`src/rtl/output_port_arbiter.sv`:
```
// output_port_arbiter: round-robin wormhole arbiter for one router output port
// with downstream credit tracking and a registered flit output.
module output_port_arbiter #(
  parameter int N_INPUTS = 5,
  parameter int DATA_WIDTH = 32,
  parameter int CREDITS = 4,
  localparam int CW = $clog2(CREDITS) + 1,
  localparam int OW = $clog2(N_INPUTS)
) (
  input  logic                           clk,
  input  logic                           reset,
  input  logic [N_INPUTS-1:0]            req,
  input  logic [N_INPUTS*DATA_WIDTH-1:0] flit_in,
  input  logic [N_INPUTS-1:0]            tail_in,
  output logic [N_INPUTS-1:0]            pop,
  output logic [DATA_WIDTH-1:0]          flit_out,
  output logic                           valid_out,
  input  logic                           credit_in,
  output logic [CW-1:0]                  credits,
  output logic                           locked,
  output logic [OW-1:0]                  owner
);
  localparam logic [0:0] IDLE = 1'b0;
  localparam logic [0:0] LOCKED = 1'b1;
  logic [0:0] state;
  logic [OW-1:0] rr_ptr, grant_idx, sel, nxt_ptr, c;
  logic found, send;
  int j;
  always_comb begin
    grant_idx = '0;
    found = 1'b0;
    j = 0;
    c = '0;
    for (int k = 0; k < N_INPUTS; k++) begin
      j = int'(rr_ptr) + k;
      j = j >= N_INPUTS ? j - N_INPUTS : j;
      c = OW'(j);
      if (!found && req[c]) begin
        found = 1'b1;
        grant_idx = c;
      end
    end
  end
  assign locked = state == LOCKED;
  assign sel = locked ? owner : grant_idx;
  // sends are gated by the registered count, so a credit arriving at zero helps only next cycle
  assign send = !reset && credits != '0 && (locked ? req[owner] : found);
  assign pop = send ? {{(N_INPUTS-1){1'b0}}, 1'b1} << sel : '0;
  assign nxt_ptr = sel == OW'(N_INPUTS - 1) ? '0 : sel + OW'(1);
  always_ff @(posedge clk or posedge reset) begin
    if (reset) begin
      state <= IDLE;
      rr_ptr <= '0;
      owner <= '0;
      credits <= CW'(CREDITS);
      flit_out <= '0;
      valid_out <= 1'b0;
    end else begin
      valid_out <= send;
      if (send && !credit_in) credits <= credits - CW'(1);
      else if (credit_in && !send && credits != CW'(CREDITS)) credits <= credits + CW'(1);
      if (send) begin
        flit_out <= flit_in[sel*DATA_WIDTH +: DATA_WIDTH];
        owner <= sel;
        state <= tail_in[sel] ? IDLE : LOCKED;
        if (tail_in[sel]) rr_ptr <= nxt_ptr;
      end
    end
  end
endmodule

```
`config.mk`:
```
export PLATFORM = sky130hd
export DESIGN_NAME = output_port_arbiter
export DESIGN_NICKNAME = d
export VERILOG_FILES = /design/src/rtl/output_port_arbiter.sv
export SDC_FILE = /design/constraint.sdc
export NUM_CORES = 1
export LEC_CHECK = 0
export ABC_AREA = 1
export BUFFER_PORTS_ARGS = -buffer_cell sky130_fd_sc_hd__buf_4
export CAP_MARGIN = 10
export CORE_ASPECT_RATIO = 0.8
export CORE_UTILIZATION = 52
export CTS_CLUSTER_DIAMETER = 100
export DETAILED_ROUTE_END_ITERATION = 12
export PLACE_DENSITY = 0.87
export SYNTH_ARGS = -nofsm -noshare
export SYNTH_HDL_FRONTEND = slang
export SYNTH_SLANG_ARGS = --single-unit
```
`constraint.sdc`:
```
create_clock -name clk -period 9.4 [get_ports clk]
set_input_delay 0.47 -clock clk [delete_from_list [all_inputs] [get_ports clk]]
set_output_delay 0.47 -clock clk [all_outputs]
set_load 0.1 [all_outputs]
```
==> impl_metrics.toml <==
[yosys]
synth_nets = 969
synthDominantAreaCellType = "dfrtp_1"
synth_sequential_area_ratio = 0.232
synth_ff_type = "dfrtp_1"
post-synth-top-count-cell = "nand2_1"
synth.top_cells.by_count = "nand2_1 (199), nand3_1 (119), inv_1 (117)"
synth-edff-count = 0
postSynthRegisterBits = 43
synth_top_cell_area_share = 0.226
yosys.cell_types.count = 37
synth_top_cells_by_area = "dfrtp_1 (23%), nand2_1 (16%), nand3_1 (13%), inv_1 (9.4%), nand3b_1 (8.4%)"
post_synth.cell_area_avg_sq_um = 5.95
mappedNetlistArea_sq_mm = 0.00465
asyncSetResetFlopFracSynth = 1.00
netlist_instances = 781
synth.yosys.warnings = 0

[place]
place_congestion = 0.890
dp.final_hpwl_mm = 11.0
numPortBuffers = 217
place_inst = 1073
place_ws_ps = 3950

[sta]
period_needed_ps = 5810
clock.fmax_mhz = 172
hold_viol = 0
setup_viol = 0
fin_ws_ps = 3590
worst_pin_slew_ps = 1130
grt_setup_unrepaired = "false"
timing.slew.headroom = 0.242
setup_total_negative_slack_ps = 0
period_share = 0.618
timing_max_transition_violations_final = 0
worst_clock_skew_ps = 6.59

[critical_path]
timing.critical_path.required_ps = 8930
worst_setup_path_start_kind = "flip-flop"
critical_path.max_fanout = 71
worst-setup-path-type = "flip-flop to output port"
critical-path-slowest-cell = "nand2_4"
worstPathCellList = "inv_2 -> ha_1 -> inv_1 -> fa_1 -> inv_1 -> nand2_2 -> nand2_1 -> o21ai_0 -> nand3_1 -> nand2_1 -> a21oi_1 -> nand4_4 -> nor2_4 -> nand3_1 -> nand2_1 -> inv_2 -> nand2_4 -> nand2_4 -> inv_2 -> ha_1 -> ha_1 -> inv_1 -> nor2_1 -> buf_4"
critical_path.max_stage_delay_ps = 590
arrival_ps = 5340
crit_path_end_kind = "output port"
r2r_cells = 24

[routing]
mean_routed_wirelength_per_cell_um = 14.1
post-route-drc-count = 0
detailedRoute.firstPassIterationCount = 5
totalWireLength_mm = 15.3
initialDrtViolationCount = 474
detail-route-antenna-nets = 0
vias = 5693
vias_per_cell = 5.27

[clock_network]
cts.path.max_buffers = 2
hold_fix_buffers_at_cts = 0
cts_post_setup_buffers_inserted = 0
clkTransAtPathRegs_ps = 80
cts_htree_levels = 2
clock-root-buffer = "clkbuf_8"
cts_tree = "done"
tritoncts_buffers = 5
tritoncts_sink_count = 43
cts.repair.resized = 0
clk_latency_ps = 290

[layout]
multi_input_area_sq_mm = 0.00291
final.fill_count = 760
fin_nets = 1156
area_growth_syn_to_layout_pct = 36.2
antenna-diode-count = 0
layout.area.seq_sq_mm = 0.00108
post_route_cells_drive_above_1_share = 0.264
finish.cell_count_without_fillers = 1081
finish.utilization = 0.737

[floorplanning]
dieWidth_um = 108
effective_utilization_at_floorplan = 0.541
floorplan.rows = 30
floorplan.core_area_sq_mm = 0.00860
die-area_sq_mm = 0.00933
die-height_um = 86.6
design.portCount = 218

[run]
drv_cap = 0

[grt]
overall_routing_resource_usage = 0.320
grt_pass1_wl_mm = 23.7
grt-ovfl-total = 0
via_count_of_the_first_global_routing_pass = 4936
initial_antenna_violation_count = 0
maximum_number_of_pins_on_one_net_before_global_route_repair = 72

[status]
run_status = "finished, final reports clean"

[min_path]
worst_hold_class = "input pin to async pin"
[stage by stage]
step | hold slack (ps) | cell area, sq um
3_3_place_gp | 487 | 6230
3_5_place_dp | 495 | 6230
6_report | 391 | 6330
5_1_grt | 415 | 6330
2_1_floorplan | 631 | 4650
4_1_cts | 414 | 6330
[placed cells by master, fill, tap and decap left out, drive strengths merged]
| cell type | netlist | routed |
|---|---|---|
| nor3 | 3 | 3 |
| nor2 | 97 | 97 |
| nand4 | 7 | 7 |
| fa | 2 | 2 |
| clkbuf | 16 | 8 |
| dfstp | 1 | 1 |
| o211ai | 1 | 1 |
| clkinv | 1 | 1 |
| xor2 | 4 | 4 |
| nand3b | 52 | 52 |
| o311ai | 1 | 1 |
| nand2 | 208 | 208 |
| inv | 123 | 123 |
| o21ai | 23 | 23 |
| ha | 13 | 13 |
| dfrtp | 42 | 42 |
| o21a | 1 | 1 |
| and2 | 1 | 1 |
| a311oi | 1 | 1 |
| nand3 | 123 | 123 |
| a21oi | 37 | 37 |
| buf | 23 | 219 |
| a31oi | 1 | 1 |
[routing by layer]
metal,routed length (um),track usage
met1,6710,0.431
met2,6930,0.520
met3,1290,0.0617
met4,371,0.0984
met5,0,0
[worst max-delay path: cells and delay by family, from the launching register on]
| kind | cells | cell delay (ps) |
|---|---|---|
| AND/OR/NAND/NOR | 11 | 1980 |
| buffers and inverters | 7 | 1210 |
| adder cells (fa/ha/maj) | 4 | 880 |
| flip-flops | 1 | 550 |
| AO/OA/AOI/OAI | 2 | 370 |
[cell type report]
class | count | share of cell area
Inverter | 124 | 0.0735
Timing Repair Buffer | 219 | 0.260
Multi-Input combinational cell | 575 | 0.459
Tap cell | 112 | 0.0221
Clock buffer | 8 | 0.0158
Sequential cell | 43 | 0.170
[flip-flops by register name (all words and copies together), names as in the netlist]
register   flops
credits        3
flit_out      32
locked         1
owner          3
rr_ptr         3
valid_out      1
[path summary, 6_finish.rpt]
path,start,to,slack [ps]
worst max-delay path,rr_ptr[0],pop[3],3590
min in group clk,flit_in[129],flit_out[1],410
worst max register to register,rr_ptr[0],rr_ptr[2],4460
worst min register to register,flit_out[31],flit_out[31],510
worst min-delay path,reset,owner[1],390
max in group asynchronous,reset,flit_out[30],8440
[cell families after synthesis]
logic type / synth area share
XOR/XNOR: 0.00753
flip-flops: 0.232
AND/OR/NAND/NOR: 0.495
buffers and inverters: 0.145
adder cells (fa/ha/maj): 0.0436
AO/OA/AOI/OAI: 0.0778
Power is left out: the tool's default activity adds up to more than one toggle a clock period on the data nets, which glitch-free logic cannot reach.
